[src/rtl/instr_encoder_pkg.sv]
// Shared definitions for the instruction encoder.
// Holds the layout selectors, the extend codes (the same encoding the
// datapath immediate extender consumes), the rejection codes and the
// bit positions of every field in the three instruction layouts.
package instr_encoder_pkg;

    typedef enum logic [1:0] {
        FMT_A    = 2'd0,
        FMT_B    = 2'd1,
        FMT_C    = 2'd2,
        FMT_RSVD = 2'd3
    } fmt_e;

    typedef enum logic [1:0] {
        EXT_S16 = 2'd0,
        EXT_Z16 = 2'd1,
        EXT_S26 = 2'd2,
        EXT_Z26 = 2'd3
    } ext_e;

    // Listed lowest priority first; the checker reports the highest one hit.
    typedef enum logic [1:0] {
        ERR_IMM = 2'd0,
        ERR_OPC = 2'd1,
        ERR_EXT = 2'd2,
        ERR_FMT = 2'd3
    } err_e;

    localparam int REG_W     = 5;
    localparam int OPC_A_W   = 17;
    localparam int OPC_BC_W  = 6;
    localparam int IMM_B_W   = 16;
    localparam int IMM_C_W   = 26;

    localparam int A_RS1_LSB = 27;
    localparam int A_RS2_LSB = 22;
    localparam int A_RD_LSB  = 17;
    localparam int B_RS1_LSB = 27;
    localparam int B_RD_LSB  = 22;
    localparam int B_IMM_LSB = 6;
    localparam int C_IMM_LSB = 6;

endpackage

[src/rtl/instr_encoder_if.sv]
// Request/response bundle between the loader (master) and the encoder
// (slave): encode request fields with in_valid/in_ready, address-counter
// load, encoded word with out_valid/out_ready, and rejection reporting.
interface instr_encoder_if #(
    parameter int ADDR_W   = 8,
    parameter int ERRCNT_W = 8
);
    logic                in_valid;
    logic                in_ready;
    logic [1:0]          fmt;
    logic [1:0]          extend;
    logic [16:0]         opcode;
    logic [4:0]          rsrc1;
    logic [4:0]          rsrc2;
    logic [4:0]          rdst;
    logic [31:0]         imm;
    logic                addr_load;
    logic [ADDR_W-1:0]   addr_in;
    logic                out_valid;
    logic                out_ready;
    logic [31:0]         out_word;
    logic [ADDR_W-1:0]   out_addr;
    logic                err_pulse;
    logic [1:0]          err_code;
    logic [ERRCNT_W-1:0] err_count;

    modport slave (
        input  in_valid, fmt, extend, opcode, rsrc1, rsrc2, rdst, imm,
               addr_load, addr_in, out_ready,
        output in_ready, out_valid, out_word, out_addr,
               err_pulse, err_code, err_count
    );

    modport master (
        output in_valid, fmt, extend, opcode, rsrc1, rsrc2, rdst, imm,
               addr_load, addr_in, out_ready,
        input  in_ready, out_valid, out_word, out_addr,
               err_pulse, err_code, err_count
    );
endinterface

[src/rtl/instr_encoder_field_check.sv]
// Combinational validity check of one encode request.
// Inputs : fmt, extend, opcode, imm.
// Outputs: ok (request may be encoded), err_code (highest-priority reason
//          when ok is low).
module instr_field_check
    import instr_encoder_pkg::*;
(
    input  logic [1:0]  fmt,
    input  logic [1:0]  extend,
    input  logic [16:0] opcode,
    input  logic [31:0] imm,
    output logic        ok,
    output logic [1:0]  err_code
);

    logic imm_ok;

    always_comb begin
        ok       = 1'b0;
        err_code = ERR_IMM;
        imm_ok   = 1'b0;

        // The immediate survives a round trip through the extender only if
        // every bit above the kept field equals the extension bit.
        case (extend)
            EXT_S16: imm_ok = (&imm[31:15]) || !(|imm[31:15]);
            EXT_Z16: imm_ok = !(|imm[31:16]);
            EXT_S26: imm_ok = (&imm[31:25]) || !(|imm[31:25]);
            default: imm_ok = !(|imm[31:26]);
        endcase

        if (fmt == FMT_RSVD) begin
            err_code = ERR_FMT;
        end else if ((fmt == FMT_B && extend[1]) || (fmt == FMT_C && !extend[1])) begin
            err_code = ERR_EXT;
        end else if (fmt != FMT_A && (|opcode[16:OPC_BC_W])) begin
            err_code = ERR_OPC;
        end else if (fmt != FMT_A && !imm_ok) begin
            err_code = ERR_IMM;
        end else begin
            ok = 1'b1;
        end
    end

endmodule

[src/rtl/instr_encoder.sv]
// Packs register, opcode and immediate fields into 32-bit instruction words
// and hands them to instruction memory with a sequential address.
// Ports: clk, rst_n (async, active low), bus (instr_encoder_if.slave) with
//        the request, address-load, output-word and rejection signals.
module instr_encoder
    import instr_encoder_pkg::*;
#(
    parameter int ADDR_W   = 8,
    parameter int ERRCNT_W = 8
) (
    input  logic          clk,
    input  logic          rst_n,
    instr_encoder_if.slave bus
);

    logic                out_valid_q, out_valid_d;
    logic [31:0]         out_word_q,  out_word_d;
    logic [ADDR_W-1:0]   out_addr_q,  out_addr_d;
    logic [ADDR_W-1:0]   cnt_q,       cnt_d;
    logic                err_pulse_q, err_pulse_d;
    logic [1:0]          err_code_q,  err_code_d;
    logic [ERRCNT_W-1:0] err_count_q, err_count_d;

    logic              req_ok;
    logic [1:0]        req_code;
    logic              accept;
    logic [ADDR_W-1:0] base_addr;
    logic [31:0]       packed_word;

    instr_field_check u_check (
        .fmt      (bus.fmt),
        .extend   (bus.extend),
        .opcode   (bus.opcode),
        .imm      (bus.imm),
        .ok       (req_ok),
        .err_code (req_code)
    );

    assign bus.in_ready = !out_valid_q || bus.out_ready;
    assign accept       = bus.in_valid && bus.in_ready;

    // A same-cycle address load takes effect for the word being accepted.
    assign base_addr = bus.addr_load ? bus.addr_in : cnt_q;

    always_comb begin
        packed_word = '0;
        case (bus.fmt)
            FMT_A: begin
                packed_word[A_RS1_LSB +: REG_W]   = bus.rsrc1;
                packed_word[A_RS2_LSB +: REG_W]   = bus.rsrc2;
                packed_word[A_RD_LSB  +: REG_W]   = bus.rdst;
                packed_word[0 +: OPC_A_W]         = bus.opcode;
            end
            FMT_B: begin
                packed_word[B_RS1_LSB +: REG_W]   = bus.rsrc1;
                packed_word[B_RD_LSB  +: REG_W]   = bus.rdst;
                packed_word[B_IMM_LSB +: IMM_B_W] = bus.imm[IMM_B_W-1:0];
                packed_word[0 +: OPC_BC_W]        = bus.opcode[OPC_BC_W-1:0];
            end
            default: begin
                packed_word[C_IMM_LSB +: IMM_C_W] = bus.imm[IMM_C_W-1:0];
                packed_word[0 +: OPC_BC_W]        = bus.opcode[OPC_BC_W-1:0];
            end
        endcase
    end

    always_comb begin
        out_valid_d = out_valid_q && !bus.out_ready;
        out_word_d  = out_word_q;
        out_addr_d  = out_addr_q;
        cnt_d       = base_addr;
        err_pulse_d = 1'b0;
        err_code_d  = err_code_q;
        err_count_d = err_count_q;

        if (accept) begin
            if (req_ok) begin
                out_valid_d = 1'b1;
                out_word_d  = packed_word;
                out_addr_d  = base_addr;
                cnt_d       = base_addr + ADDR_W'(1);
            end else begin
                err_pulse_d = 1'b1;
                err_code_d  = req_code;
                if (err_count_q != '1) begin
                    err_count_d = err_count_q + ERRCNT_W'(1);
                end
            end
        end
    end

    always_ff @(posedge clk or negedge rst_n) begin
        if (!rst_n) begin
            out_valid_q <= 1'b0;
            out_word_q  <= '0;
            out_addr_q  <= '0;
            cnt_q       <= '0;
            err_pulse_q <= 1'b0;
            err_code_q  <= '0;
            err_count_q <= '0;
        end else begin
            out_valid_q <= out_valid_d;
            out_word_q  <= out_word_d;
            out_addr_q  <= out_addr_d;
            cnt_q       <= cnt_d;
            err_pulse_q <= err_pulse_d;
            err_code_q  <= err_code_d;
            err_count_q <= err_count_d;
        end
    end

    assign bus.out_valid = out_valid_q;
    assign bus.out_word  = out_word_q;
    assign bus.out_addr  = out_addr_q;
    assign bus.err_pulse = err_pulse_q;
    assign bus.err_code  = err_code_q;
    assign bus.err_count = err_count_q;

endmodule

[src/flat_wrapper.sv]
// flat-port wrapper written by rule: the top's interface ports become plain ports
module instr_encoder_flat import instr_encoder_pkg::*;
#(
    parameter int ADDR_W   = 8,
    parameter int ERRCNT_W = 8
)
  (clk, rst_n, bus_in_valid, bus_fmt, bus_extend, bus_opcode, bus_rsrc1, bus_rsrc2, bus_rdst, bus_imm, bus_addr_load, bus_addr_in, bus_out_ready, bus_in_ready, bus_out_valid, bus_out_word, bus_out_addr, bus_err_pulse, bus_err_code, bus_err_count);
  instr_encoder_if #(.ADDR_W(ADDR_W), .ERRCNT_W(ERRCNT_W)) bus_i ();
  input  logic clk;
  input  logic rst_n;
  input wire logic [$bits(bus_i.in_valid)-1:0] bus_in_valid;
  input wire logic [$bits(bus_i.fmt)-1:0] bus_fmt;
  input wire logic [$bits(bus_i.extend)-1:0] bus_extend;
  input wire logic [$bits(bus_i.opcode)-1:0] bus_opcode;
  input wire logic [$bits(bus_i.rsrc1)-1:0] bus_rsrc1;
  input wire logic [$bits(bus_i.rsrc2)-1:0] bus_rsrc2;
  input wire logic [$bits(bus_i.rdst)-1:0] bus_rdst;
  input wire logic [$bits(bus_i.imm)-1:0] bus_imm;
  input wire logic [$bits(bus_i.addr_load)-1:0] bus_addr_load;
  input wire logic [$bits(bus_i.addr_in)-1:0] bus_addr_in;
  input wire logic [$bits(bus_i.out_ready)-1:0] bus_out_ready;
  output wire logic [$bits(bus_i.in_ready)-1:0] bus_in_ready;
  output wire logic [$bits(bus_i.out_valid)-1:0] bus_out_valid;
  output wire logic [$bits(bus_i.out_word)-1:0] bus_out_word;
  output wire logic [$bits(bus_i.out_addr)-1:0] bus_out_addr;
  output wire logic [$bits(bus_i.err_pulse)-1:0] bus_err_pulse;
  output wire logic [$bits(bus_i.err_code)-1:0] bus_err_code;
  output wire logic [$bits(bus_i.err_count)-1:0] bus_err_count;
  assign bus_i.in_valid = bus_in_valid;
  assign bus_i.fmt = bus_fmt;
  assign bus_i.extend = bus_extend;
  assign bus_i.opcode = bus_opcode;
  assign bus_i.rsrc1 = bus_rsrc1;
  assign bus_i.rsrc2 = bus_rsrc2;
  assign bus_i.rdst = bus_rdst;
  assign bus_i.imm = bus_imm;
  assign bus_i.addr_load = bus_addr_load;
  assign bus_i.addr_in = bus_addr_in;
  assign bus_i.out_ready = bus_out_ready;
  assign bus_in_ready = bus_i.in_ready;
  assign bus_out_valid = bus_i.out_valid;
  assign bus_out_word = bus_i.out_word;
  assign bus_out_addr = bus_i.out_addr;
  assign bus_err_pulse = bus_i.err_pulse;
  assign bus_err_code = bus_i.err_code;
  assign bus_err_count = bus_i.err_count;
  instr_encoder #(.ADDR_W(ADDR_W), .ERRCNT_W(ERRCNT_W)) u_core (.clk(clk), .rst_n(rst_n), .bus(bus_i));
endmodule
[config.mk]
export PLATFORM = sky130hd
export DESIGN_NAME = instr_encoder_flat
export DESIGN_NICKNAME = d
export VERILOG_FILES = /design/src/rtl/instr_encoder_pkg.sv /design/src/rtl/instr_encoder_if.sv /design/src/rtl/instr_encoder_field_check.sv /design/src/rtl/instr_encoder.sv /design/src/flat_wrapper.sv
export SDC_FILE = /design/constraint.sdc
export NUM_CORES = 1
export LEC_CHECK = 0
export ABC_AREA = 0
export CORE_MARGIN = 2
export CORE_UTILIZATION = 30
export CTS_BUF_LIST = sky130_fd_sc_hd__clkbuf_4 sky130_fd_sc_hd__clkbuf_8 sky130_fd_sc_hd__clkbuf_16
export DETAILED_ROUTE_END_ITERATION = 7
export PLACE_DENSITY = 0.61
export SETUP_SLACK_MARGIN = 0.02
export SYNTH_ARGS = -nofsm -noshare
export SYNTH_HDL_FRONTEND = slang
export SYNTH_HIERARCHICAL = 1
export SYNTH_SLANG_ARGS = --single-unit
[constraint.sdc]
create_clock -name clk -period 2 [get_ports clk]
set_input_delay 0.4 -clock clk [delete_from_list [all_inputs] [get_ports clk]]
set_output_delay 0.4 -clock clk [all_outputs]
set_load 0.02 [all_outputs]
==> Word-level counts from Yosys, hierarchy flattened <==
Cells that the tools add are included.
{ "word_totals": {"elab_cells": 63, "register_bits": 60, "in_bits": 81, "output_inout_bits": 53} }
{ "op_classes": {"n_addsub": 2, "bitwise_logic": 1, "reduce_logical": 31, "eq_ne": 6, "mux": 16} }
{ "op_table": {"columns": ["cell", "count"], "rows": [
  ["$pmux 32 s2", 1],
  ["$mux 8", 3],
  ["$reduce_and 17->1", 1],
  ["$reduce_or 17->1", 1],
  ["$add 8x1->8 const B", 2],
  ["$reduce_or 16->1", 1],
  ["$reduce_or 11->1", 1],
  ["$mux 1", 9],
  ["$logic_not 1->1", 8],
  ["$ne 8x8->1 const B", 1],
  ["$reduce_and 7->1", 1],
  ["$reduce_or 7->1", 1],
  ["$eq 2x2->1 const B", 3],
  ["$logic_and 1x1->1", 6],
  ["$reduce_or 6->1", 1],
  ["$eq 2x1->1 const B", 2],
  ["$logic_not 2->1", 2],
  ["$logic_or 1x1->1", 4],
  ["$mux 2", 2],
  ["$reduce_and 2->1", 2],
  ["$pmux 1 s3", 1],
  ["$reduce_and 3->1", 1],
  ["$reduce_bool 2->1", 1],
  ["$not 1->1", 1]
]} }

==> Logic depth before layout (Yosys ltp) <==
Gate-level depths: netlist of run 1.
{ "depth": {"word_depth": 12, "ltp_mapped": 9, "depth_no_buf": 8} }

==> By module <==
The synthesis of run 1 kept the hierarchy.
{ "modules_own_cells": {"columns": ["mod", "seq_area_each_um2", "area_each_um2", "cells_each", "instances"], "rows": [
  ["instr_encoder", 1501.4, 2847.7, 275, 1],
  ["instr_field_check", 0.0, 224.0, 32, 1]
]} }

==> Worst setup path before layout of run 1 <==
OpenSTA, ideal clock, no wires.
{ "synth_path": {"path_type": "input to register", "start": "input bus_imm[18]", "end": "register u_core.out_addr_q[5], in the netlist u_core/bus.out_addr[5]", "path_stages": 9, "n_path_buf": 1, "t_arrival_ps": 2283, "setup_slack_ps": -365, "t_required_ps": 1918, "setup_time_ps": 82, "path_cell_list": "or4_4 > nor3_1 > a221oi_1 > o221ai_1 > nand2_1 > nor2_1 > buf_2 > nor2_1 > a31oi_1"} }
{ "synth_between": {"elab_chain_cells": 11, "word_cells_on_any_way": 14, "cone_classes": "5 x mux; 9 x reduce/logical"} }
{ "synth_lines": {"columns": ["item", "line", "source"], "rows": [
  ["from (decl)", "flat_wrapper.sv:18", "input wire logic [$bits(bus_i.imm)-1:0] bus_imm;"],
  ["$reduce_or 17->1", "instr_encoder_field_check.sv:26", "EXT_S16: imm_ok = (&imm[31:15]) || !(|imm[31:15]);"],
  ["$logic_not 1->1", "instr_encoder_field_check.sv:26", null],
  ["$logic_or 1x1->1", "instr_encoder_field_check.sv:26", null],
  ["$pmux 1 s3 *", "instr_encoder_field_check.sv:25", "case (extend)"],
  ["$logic_not 1->1 *", "instr_encoder_field_check.sv:38", "end else if (fmt != FMT_A && !imm_ok) begin"],
  ["$logic_and 1x1->1 *", "instr_encoder_field_check.sv:38", null],
  ["$mux 1 *", "instr_encoder_field_check.sv:38", null],
  ["$mux 1 *", "instr_encoder_field_check.sv:36", "end else if (fmt != FMT_A && (|opcode[16:OPC_BC_W])) begin"],
  ["$mux 1 *", "instr_encoder_field_check.sv:34", "end else if ((fmt == FMT_B && extend[1]) || (fmt == FMT_C && !extend[1])) begin"],
  ["$mux 1 *", "instr_encoder_field_check.sv:32", "if (fmt == FMT_RSVD) begin"],
  ["net u_core.req_ok", "instr_encoder.sv:24", "logic req_ok;"],
  ["$reduce_and 2->1 (no line) *", null, null],
  ["to (signal assigned)", "instr_encoder.sv:104", "out_addr_q <= out_addr_d;"],
  ["to (decl)", "instr_encoder.sv:18", "logic [ADDR_W-1:0] out_addr_q, out_addr_d;"]
]} }
The timed path passes the listed nets; every way through them passes the cells marked *.
A chain may end at the register's enable or synchronous reset.

==> Worst setup path in the final report of run 1 <==
{ "layout_path": {"start": "input bus_imm[28]", "end": "register u_core.cnt_q[7]"} }
{ "layout_between": {"elab_chain_cells": 12, "word_cells_on_any_way": 21, "cone_classes": "7 x mux; 14 x reduce/logical"} }
{ "layout_lines": {"columns": ["item", "line", "source"], "rows": [
  ["$reduce_or 17->1 or $reduce_or 7->1 (tied branches)", "instr_encoder_field_check.sv:26, instr_encoder_field_check.sv:28", null],
  ["$logic_not 1->1 (on tied branches)", "instr_encoder_field_check.sv:26, instr_encoder_field_check.sv:28", null],
  ["$logic_or 1x1->1 (on tied branches)", "instr_encoder_field_check.sv:26, instr_encoder_field_check.sv:28", null],
  ["$pmux 1 s3 *", "instr_encoder_field_check.sv:25", null],
  ["$logic_not 1->1 *", "instr_encoder_field_check.sv:38", null],
  ["$logic_and 1x1->1 *", "instr_encoder_field_check.sv:38", null],
  ["$mux 1 *", "instr_encoder_field_check.sv:38", null],
  ["$mux 1 *", "instr_encoder_field_check.sv:36", null],
  ["$mux 1 *", "instr_encoder_field_check.sv:34", null],
  ["$mux 1 *", "instr_encoder_field_check.sv:32", null],
  ["net u_core.req_ok", "instr_encoder.sv:24", null],
  ["$mux 8 *", "instr_encoder.sv:77", "if (req_ok) begin"],
  ["$mux 8 *", "instr_encoder.sv:76", "if (accept) begin"],
  ["net u_core.cnt_d[7]", "instr_encoder.sv:19", "logic [ADDR_W-1:0] cnt_q, cnt_d;"],
  ["to (signal assigned)", "instr_encoder.sv:105", "cnt_q <= cnt_d;"],
  ["to (decl)", "instr_encoder.sv:19", null]
]} }
Marked as above.

==> flow_metrics.tcl, run 1 <==
set metrics [dict create \
    rsz0062_at_grt "yes" \
    drv_cap 0 \
    grt_pass1_wl_um 15100 \
    period_minus_slack_ns 2.23 \
    routed_wl_um 9250 \
    violations "setup timing" \
    multi_input_area_sq_mm 0.00173 \
    clk_pin_slew_ns 0.07 \
    grtUsageTotal 0.170 \
    final_max_slew_viol_count 0 \
    ctsRootBufferMaster "clkbuf_8" \
    endpoint_kind "flop" \
    drt_iter0_markers 93 \
    final_util 0.538 \
    die_x_um 105 \
    die_y_um 105 \
    port_buffers 133 \
    critPathArrivalTime_ns 2.44 \
    wl_per_cell_um 15.0 \
    cts_max_level 3 \
    core_sq_mm 0.00986 \
    cts_buffers 9 \
    max_slew_margin 0.596 \
    setup_violations 59 \
    first_global_vias 3144 \
    fin_skew_ns 0.00610 \
    syn2layout_area_growth_pct 72.6 \
    ys_seq_area_frac 0.489 \
    via_per_inst 4.75 \
    syn_inst 307 \
    ant_nets 0 \
    yosysWarnings 6 \
    layout_common_cells "clkdlybuf4s50_1, dfrtp_1, nand2_1" \
    first_pass_iters 4 \
    grt_remaining_overflow 0 \
    insertion_delay_ns 0.33 \
    pin_count 134 \
    cts_tree "done" \
    post-route-period-util 1.11 \
    r2r_slack_ns 0.20 \
    postSynthAreaPerCell_sq_um 10.0 \
    rows 36 \
    netlist_area_sq_mm 0.00307 \
    drive_gt1_frac 0.254 \
    synth_seq_cells 60 \
    ir_worst_vdd_v 0.000512 \
    leakage_nw 2.32 \
    antenna_found_initial 0 \
    dr_total_vias 2931 \
    power_w 0.00435 \
    critPathKind "primary input to flop" \
    cp_max_fo 8 \
    fmax_ghz 0.449 \
    hp-class "primary input to asynchronous set/reset pin" \
    powerDensity_mw_per_mm2 820 \
    syn_nets 390 \
    hold_viol_final 0 \
    critPathLaunchType "primary input" \
    cp.required_ns 2.21 \
    pre_cts_slack_ns -0.961 \
    clockBufferDepth 2 \
    synth_cell_types 45 \
    drcViolationCount 0 \
    antenna_cells 0 \
    fill_cells 897 \
    cts_sinks 60 \
    grt_max_degree 61 \
    outcome "finished with violations" \
    setup_slack_ns -0.229 \
    ff_latch_area_sq_mm 0.00150 \
    hold_buffers 0 \
    final_nets 563 \
    initial_core_util 0.311 \
    final_common_cell "clkdlybuf4s50_1" \
    fp.dieArea_sq_mm 0.0111 \
    worstMarginPinSlew_ns 0.607 \
    globalplace.congestion 0.800 \
    hpwl_um 6440 \
]
report_power, final:
part / switching [W] / leakage [nW] / total (W) / internal (W)
registers: 0.000208 / 0.738 / 0.00168 / 0.00147
clock network: 0.000481 / 0.0961 / 0.00102 / 0.000536
logic: 0.000812 / 1.49 / 0.00165 / 0.000841
total: 0.00150 / 2.32 / 0.00435 / 0.00285
routing by layer:
metal,wire [um],global-route usage,vias up
met1,4050,0.210,1411
met4,117,0.0600,0
li1,-,-,1429
met2,4620,0.288,78
met3,458,0.0399,13
met5,0,0,-
what timing repair did:
action,in CTS,in global routing
pin swaps,30,17
endpoints found under the setup margin,61,58
gates cloned,0,2
buffers inserted,4,1
resized for setup,92,45
critical path, cell delays in order:
cell,delay (ns)
buf_6,0.09
or4_4,0.58
nor4_4,0.23
a221oi_2,0.11
o221ai_2,0.27
buf_6,0.17
nand2_8,0.06
nor2_4,0.22
nand4b_1,0.14
xor2_1,0.16
cell type report:
type	count	share of cell area
Timing Repair Buffer	178	0.323
Clock buffer	13	0.0314
Sequential cell	60	0.283
Multi-Input combinational cell	226	0.326
Inverter	5	0.00354
Tap cell	133	0.0314
Clock inverter	2	0.00189
cell usage after synthesis (all sizes together):
master / count / area (sq um)
nand2b: 1 / 6.26
a41o: 2 / 20.0
nand4: 5 / 31.3
nand4b: 3 / 26.3
o31ai: 2 / 15.0
dfrtp: 60 / 1500
and3: 4 / 25.0
xnor2: 4 / 35.0
nand3: 4 / 20.0
nor4: 5 / 37.5
o2111ai: 1 / 8.76
buf: 8 / 61.3
a221oi: 1 / 8.76
inv: 5 / 18.8
o22ai: 1 / 6.26
nor2b: 2 / 12.5
a2111oi: 2 / 55.1
o21bai: 1 / 7.51
a31oi: 2 / 12.5
clkbuf: 8 / 30.0
mux2i: 32 / 320
xor2: 9 / 78.8
nor3: 4 / 20.0
a211oi: 1 / 7.51
o21ai: 31 / 155
or2: 1 / 6.26
mux2: 6 / 67.6
o311ai: 1 / 8.76
nor4b: 4 / 41.3
nand2: 68 / 255
nand3b: 1 / 7.51
o221ai: 1 / 8.76
a21oi: 6 / 30.0
nor2: 14 / 55.1
nor3b: 1 / 7.51
a21o: 1 / 7.51
or4: 3 / 30.0
ha: 2 / 25.0
path summary, 6_finish.rpt:
check	start	to	cells after the start
setup / recovery	bus_imm[28]	u_core/cnt_q[7]$_DFF_PN0_	10
hold / removal	rst_n	u_core/bus.out_word[10]$_DFFE_PN0P_	2
setup reg to reg	u_core/bus.err_count[3]$_DFFE_PN0P_	u_core/bus.err_count[0]$_DFFE_PN0P_	5
hold reg to reg	u_core/bus.out_word[0]$_DFFE_PN0P_	u_core/bus.out_word[0]$_DFFE_PN0P_	2
max in group asynchronous	rst_n	u_core/bus.err_count[4]$_DFFE_PN0P_	2
min in group clk	u_core/bus.out_word[0]$_DFFE_PN0P_	u_core/bus.out_word[0]$_DFFE_PN0P_	2
stage by stage:
| step | instances | hold WS, ns | setup TNS (ns) | area, sq um |
|---|---|---|---|---|
| global route | 617 | 0.0928 | -15.50 | 5300 |
| global placement | 595 | 0.436 | -43.71 | 4840 |
| detailed placement | 595 | 0.440 | -47.12 | 4840 |
| CTS | 614 | 0.0722 | -5.94 | 5170 |
| finish | 617 | 0.0739 | -10.58 | 5300 |
| floorplan | 307 | 0.104 | -9.37 | 3110 |
kinds of logic (layout without fill, tap and decap cells):
kind of cell / Yosys count / in the layout / share of synthesized area
AO/OA/AOI/OAI: 53 / 53 / 0.114
multiplexers: 38 / 38 / 0.126
XOR/XNOR: 13 / 13 / 0.0371
adder cells (fa/ha/maj): 2 / 2 / 0.00815
flip-flops: 60 / 60 / 0.489
buffers and inverters: 21 / 198 / 0.0358
AND/OR/NAND/NOR: 120 / 120 / 0.189
registers in the layout, summed over array words and instances, names as in the netlist:
register and count:
u_core/cnt_q 8, u_core/bus.err_count 8, u_core/bus.out_addr 8, u_core/bus.out_word 32, u_core/bus.err_code 2, u_core/bus.out_valid 1, u_core/bus.err_pulse 1
No activity file was read; power rests on OpenSTA's default activity.
==> inputs of run 2 (changes only) <==
--- a/config.mk
+++ b/config.mk
@@ -10,6 +10,7 @@
 export CORE_UTILIZATION = 30
 export CTS_BUF_LIST = sky130_fd_sc_hd__clkbuf_4 sky130_fd_sc_hd__clkbuf_8 sky130_fd_sc_hd__clkbuf_16
 export DETAILED_ROUTE_END_ITERATION = 7
+export GPL_ROUTABILITY_DRIVEN = 1
 export PLACE_DENSITY = 0.61
 export SETUP_SLACK_MARGIN = 0.02
 export SYNTH_ARGS = -nofsm -noshare
==> constraint.sdc (replaced) <==
create_clock -name clk -period 2.5 [get_ports clk]
set_input_delay 0.5 -clock clk [delete_from_list [all_inputs] [get_ports clk]]
set_output_delay 0.5 -clock clk [all_outputs]
set_load 0.02 [all_outputs]
==> run 2 against run 1 <==
Effect of this change: the flow now finishes without violations; critical path type unchanged; largest power group unchanged; register-to-register slack better by 0.54 ns; first-iteration DRC count down 23%; wire length down 5.1%; global-route usage down 0.42 points; sequential share of layout area up 1.1 points; critical path depth up 1; worst hold slack better by 0.12 ns; non-clock buffer count down 12; largest cell class unchanged; via count down 2.0%.
==> flow_metrics.tcl, run 2 (synthesized netlist as in run 1, its figures left out) <==
set metrics [dict create \
    cp_slowest_cell "or4_4" \
    critPathKind "primary input to flop" \
    period_minus_slack_ns 2.37 \
    insertion_delay_ns 0.32 \
    ir_worst_vdd_v 0.000277 \
    cts_sinks 60 \
    hold_viol_final 0 \
    crit_chain "clkdlybuf4s15_1 > or4_4 > nor4b_4 > o2111ai_2 > o221ai_2 > buf_4 > nand3b_1 > buf_6 > buf_6 > a2111oi_4 > xor2_1" \
    ctsRootBufferMaster "clkbuf_8" \
    layout_common_cells "clkdlybuf4s50_1, nand2_1, dfrtp_1" \
    crit_family "simple AND/OR/NAND/NOR gates" \
    fp.dieArea_sq_mm 0.0111 \
    fill_cells 923 \
    die_x_um 105 \
    rsz0062_at_grt "no" \
    power_w 0.00347 \
    clk_pin_slew_ns 0.07 \
    grt_pass1_wl_um 14800 \
    critPathLaunch "bus_imm[19]" \
    wl_per_cell_um 14.5 \
    largest_reg_flops 32 \
    rows 36 \
    first_pass_iters 4 \
    hp-class "primary input to asynchronous set/reset pin" \
    port_buffers 133 \
    leakage_nw 2.32 \
    core_sq_mm 0.00986 \
    outcome "finished clean" \
    final_max_slew_viol_count 0 \
    die_y_um 105 \
    pin_count 134 \
    drcViolationCount 0 \
    hold_slack_ns 0.195 \
    slowest_delay_ns 0.47 \
    cts_tree "done" \
    cp_common_cell "buf_6" \
    critPathArrivalTime_ns 2.57 \
    grt_remaining_overflow 0 \
    via_per_inst 4.74 \
    grtUsageTotal 0.166 \
    multi_input_area_sq_mm 0.00162 \
    cp_max_fo 5 \
    globalplace.congestion 0.886 \
    cts_buffers 9 \
    drt_iter0_markers 72 \
    fin_skew_ns 0.00809 \
    cp.required_ns 2.71 \
    antenna_found_initial 0 \
    rr_startpoint "u_core/bus.err_count[3]$_DFFE_PN0P_" \
    ff_latch_area_sq_mm 0.00150 \
    syn2layout_area_growth_pct 66.4 \
    worstMarginPinSlew_ns 0.647 \
    grt_max_degree 45 \
    final_common_cell "clkdlybuf4s50_1" \
    setup_violations 0 \
    fmax_ghz 0.422 \
    clockBufferDepth 2 \
    endpoint_kind "flop" \
    hpwl_um 6600 \
    final_nets 551 \
    critPathLaunchType "primary input" \
    antenna_cells 0 \
    drive_gt1_frac 0.197 \
    ant_nets 0 \
    drv_cap 0 \
    dr_total_vias 2873 \
    powerDensity_mw_per_mm2 680 \
    path_buf_inv 4 \
    initial_core_util 0.311 \
    first_global_vias 3008 \
    max_slew_margin 0.568 \
    routed_wl_um 8780 \
    post-route-period-util 0.948 \
    cts_max_level 3 \
]
==> run 2: cell count changes in the layout (fill, tap and decap cells not counted), moves of 4 or more <==
| cell | change |
|---|---|
| clkdlybuf4s50_1 | +5 |
| buf_6 | -9 |
| buf_2 | -4 |
| buf_4 | -5 |
| dlygate4sd2_1 | -13 |
| o21ai_0 | +13 |
| dlymetal6s2s_1 | +12 |
| clkbuf_2 | +6 |
| nand2_2 | -11 |
| nand2_1 | +11 |
| o21ai_1 | -13 |
==> run 2: area by class of cell <==
| type | count | share of cell area |
|---|---|---|
| Multi-Input combinational cell | 226 | 0.316 |
| Timing Repair Buffer | 166 | 0.314 |
| Sequential cell | 60 | 0.294 |
| Tap cell | 133 | 0.0326 |
| Clock buffer | 12 | 0.0311 |
| Clock inverter | 4 | 0.00930 |
| Inverter | 5 | 0.00367 |
==> run 2: where the power goes <==
| group | leakage (nW) | switching, W | internal (W) |
|---|---|---|---|
| Sequential | 0.738 | 0.000154 | 0.00118 |
| Clock | 0.106 | 0.000371 | 0.000523 |
| Combinational | 1.47 | 0.000622 | 0.000629 |
==> run 2: through the flow <==
step | util | std cells | setup slack (ns) | area [sq um] | setup TNS, ns
4_1_cts | 0.509 | 605 | 0.00908 | 5020 | 0
6_report | 0.518 | 606 | 0.131 | 5110 | 0
5_1_grt | 0.518 | 606 | 0.0207 | 5110 | 0
3_3_place_gp | 0.479 | 585 | -0.499 | 4730 | -19.43
2_1_floorplan | - | 307 | 0.0348 | 3070 | 0
3_5_place_dp | 0.479 | 585 | -0.558 | 4730 | -20.83
==> run 2: worst paths after layout <==
| kind | slack, ns | end | cells after the start |
|---|---|---|---|
| max | 0.13 | u_core/bus.err_count[7]$_DFFE_PN0P_ | 11 |
| min | 0.20 | u_core/bus.out_word[12]$_DFFE_PN0P_ | 1 |
| max reg2reg | 0.74 | u_core/bus.err_count[1]$_DFFE_PN0P_ | 4 |
| min reg2reg | 0.48 | u_core/bus.out_word[3]$_DFFE_PN0P_ | 2 |
| max in group asynchronous | 1.69 | u_core/cnt_q[5]$_DFF_PN0_ | 2 |
| min in group clk | 0.48 | u_core/bus.out_word[3]$_DFFE_PN0P_ | 2 |
==> run 2: what timing repair did <==
| item | in CTS | in global routing |
|---|---|---|
| gates cloned | 1 | 0 |
| buffers inserted | 3 | 1 |
| endpoints found under the setup margin | 25 | 58 |
| resized for setup | 33 | 46 |
| pin swaps | 11 | 15 |
| hold buffers | 0 | 0 |
==> run 2: per-layer routing <==
layer / up-vias / GRT usage / share of wire
met5: - / 0 / 0
met4: 0 / 0.0552 / 0.0065
met3: 7 / 0.0374 / 0.049
met2: 71 / 0.283 / 0.52
met1: 1393 / 0.205 / 0.43
li1: 1402 / - / -
==> inputs of run 3 (changes only) <==
--- a/config.mk
+++ b/config.mk
@@ -6,12 +6,14 @@
 export NUM_CORES = 1
 export LEC_CHECK = 0
 export ABC_AREA = 0
+export CELL_PAD_IN_SITES_DETAIL_PLACEMENT = 1
+export CELL_PAD_IN_SITES_GLOBAL_PLACEMENT = 1
 export CORE_MARGIN = 2
 export CORE_UTILIZATION = 30
 export CTS_BUF_LIST = sky130_fd_sc_hd__clkbuf_4 sky130_fd_sc_hd__clkbuf_8 sky130_fd_sc_hd__clkbuf_16
 export DETAILED_ROUTE_END_ITERATION = 7
 export GPL_ROUTABILITY_DRIVEN = 1
-export PLACE_DENSITY = 0.61
+export PLACE_DENSITY = 0.79
 export SETUP_SLACK_MARGIN = 0.02
 export SYNTH_ARGS = -nofsm -noshare
 export SYNTH_HDL_FRONTEND = slang
==> run 3 against run 2 <==
Effect of this change: worst setup slack worse by 0.089 ns; sequential share of layout area down 2.0 points; wire length up 29%; final cell count up 3.0%; design area up 7.4%; clock skew about the same; worst hold slack worse by 0.028 ns; via count up 7.1%; utilization up 3.9 points; critical path depth up 2; combinational power up 9%; clock power up 3.4%; critical path type unchanged; largest power group is now combinational cells.
==> flow_metrics.tcl, run 3 (synthesized netlist as in run 1, its figures left out) <==
set metrics [dict create \
    hold_buffers 0 \
    cts_tree "done" \
    period_minus_slack_ns 2.46 \
    cts_max_level 3 \
    globalplace.congestion 0.862 \
    grtUsageTotal 0.206 \
    layout_common_cells "clkdlybuf4s50_1, nand2_1, dfrtp_1" \
    crit_chain "clkdlybuf4s50_1 > nor3_2 > and3_4 > o311ai_2 > o221ai_2 > buf_4 > buf_6 > buf_6 > nand2_8 > nor2_4 > buf_6 > nand4b_1 > xor2_1" \
    pin_count 134 \
    design_area_sq_mm 0.00549 \
    wl_per_cell_um 18.1 \
    largest_reg_flops 32 \
    fp.dieArea_sq_mm 0.0111 \
    final_nets 569 \
    port_buffers 133 \
    first_global_vias 3470 \
    final_cells 624 \
    fin_skew_ns 0.00778 \
    via_per_inst 4.93 \
    first_pass_iters 4 \
    leakage_nw 2.42 \
    final_max_slew_viol_count 0 \
    cp.required_ns 2.69 \
    drv_cap 0 \
    drive_gt1_frac 0.257 \
    drt_iter0_markers 56 \
    drcViolationCount 0 \
    cp_common_cell "buf_6" \
    clk_pin_slew_ns 0.07 \
    path_buf_inv 5 \
    ir_worst_vdd_v 0.000409 \
    clockBufferDepth 2 \
    die_x_um 105 \
    hold_slack_ns 0.167 \
    routed_wl_um 11300 \
    ant_nets 0 \
    dr_total_vias 3078 \
    final_util 0.557 \
    final_common_cell "clkdlybuf4s50_1" \
    hp-class "primary input to asynchronous set/reset pin" \
    grt_max_degree 40 \
    placed_cell_area_sq_mm 0.00477 \
    critPathArrivalTime_ns 2.65 \
    slowest_delay_ns 0.44 \
    r2r_slack_ns 0.75 \
    fmax_ghz 0.407 \
    ctsRootBufferMaster "clkbuf_8" \
    rsz0062_at_grt "yes" \
    cp_slowest_cell "clkdlybuf4s50_1" \
    cts_sinks 60 \
    die_y_um 105 \
    outcome "finished clean" \
    endpoint_kind "flop" \
    dp.cells 589 \
    critPathKind "primary input to flop" \
    grt_remaining_overflow 0 \
    rows 36 \
    cp_max_fo 8 \
    critPathLaunchType "primary input" \
    worstMarginPinSlew_ns 0.568 \
    max_slew_margin 0.621 \
    antenna_cells 0 \
    antenna_found_initial 0 \
    crit_family "buffers and inverters" \
    grt_pass1_wl_um 18100 \
    insertion_delay_ns 0.32 \
    hold_viol_final 0 \
    core_sq_mm 0.00986 \
    initial_core_util 0.311 \
    cts_buffers 9 \
    powerDensity_mw_per_mm2 659 \
    power_w 0.00362 \
    hpwl_um 7580 \
    syn2layout_area_growth_pct 78.8 \
    post-route-period-util 0.983 \
    setup_violations 0 \
]
-- run 3: power breakdown --
| part | switching, W | internal (W) |
|---|---|---|
| combinational | 0.000673 | 0.000683 |
| sequential | 0.000167 | 0.00118 |
| clock | 0.000362 | 0.000561 |
| total | 0.00120 | 0.00242 |
-- run 3: what timing repair did --
item                       in CTS  in global routing
setup endpoints to repair      57                 57
hold endpoints to repair        0                  0
resized for setup             106                 33
pin swaps                      23                  9
cloned                          7                  1
buffers inserted               10                  3
-- run 3: worst paths after layout --
kind                                                      from                             endpoint  cells after the start
setup / recovery                                bus_opcode[12]            u_core/cnt_q[7]$_DFF_PN0_                     13
hold / removal                                           rst_n  u_core/bus.out_word[17]$_DFFE_PN0P_                      1
setup reg to reg           u_core/bus.err_count[3]$_DFFE_PN0P_  u_core/bus.err_count[1]$_DFFE_PN0P_                      4
hold reg to reg             u_core/bus.out_word[1]$_DFFE_PN0P_   u_core/bus.out_word[1]$_DFFE_PN0P_                      2
max in group asynchronous                                rst_n  u_core/bus.out_word[11]$_DFFE_PN0P_                      2
min in group clk                                   bus_imm[16]  u_core/bus.out_word[22]$_DFFE_PN0P_                      3
-- run 3: metal layers --
| layer | GRT usage | up-vias | wire length (um) |
|---|---|---|---|
| met2 | 0.360 | 84 | 5880 |
| met5 | 0 | - | 0 |
| met4 | 0.0619 | 0 | 145 |
| met3 | 0.0331 | 12 | 396 |
| met1 | 0.260 | 1532 | 4860 |
| li1 | - | 1450 | - |
-- run 3: cell type report --
cell class	count	area, sq um
Tap cell	133	166
Clock buffer	15	181
Fill cell	1071	4370
Inverter	5	18.8
Timing Repair Buffer	184	1920
Multi-Input combinational cell	226	1680
Sequential cell	60	1500
Clock inverter	1	30.0
-- run 3: per-stage QoR --
step / setup WS, ns / setup TNS (ns)
2_1_floorplan: 0.0348 / 0
6_report: 0.0416 / 0
3_3_place_gp: -0.475 / -19.92
5_1_grt: -0.0486 / -0.133
4_1_cts: 0.0109 / 0
3_5_place_dp: -0.616 / -27.64
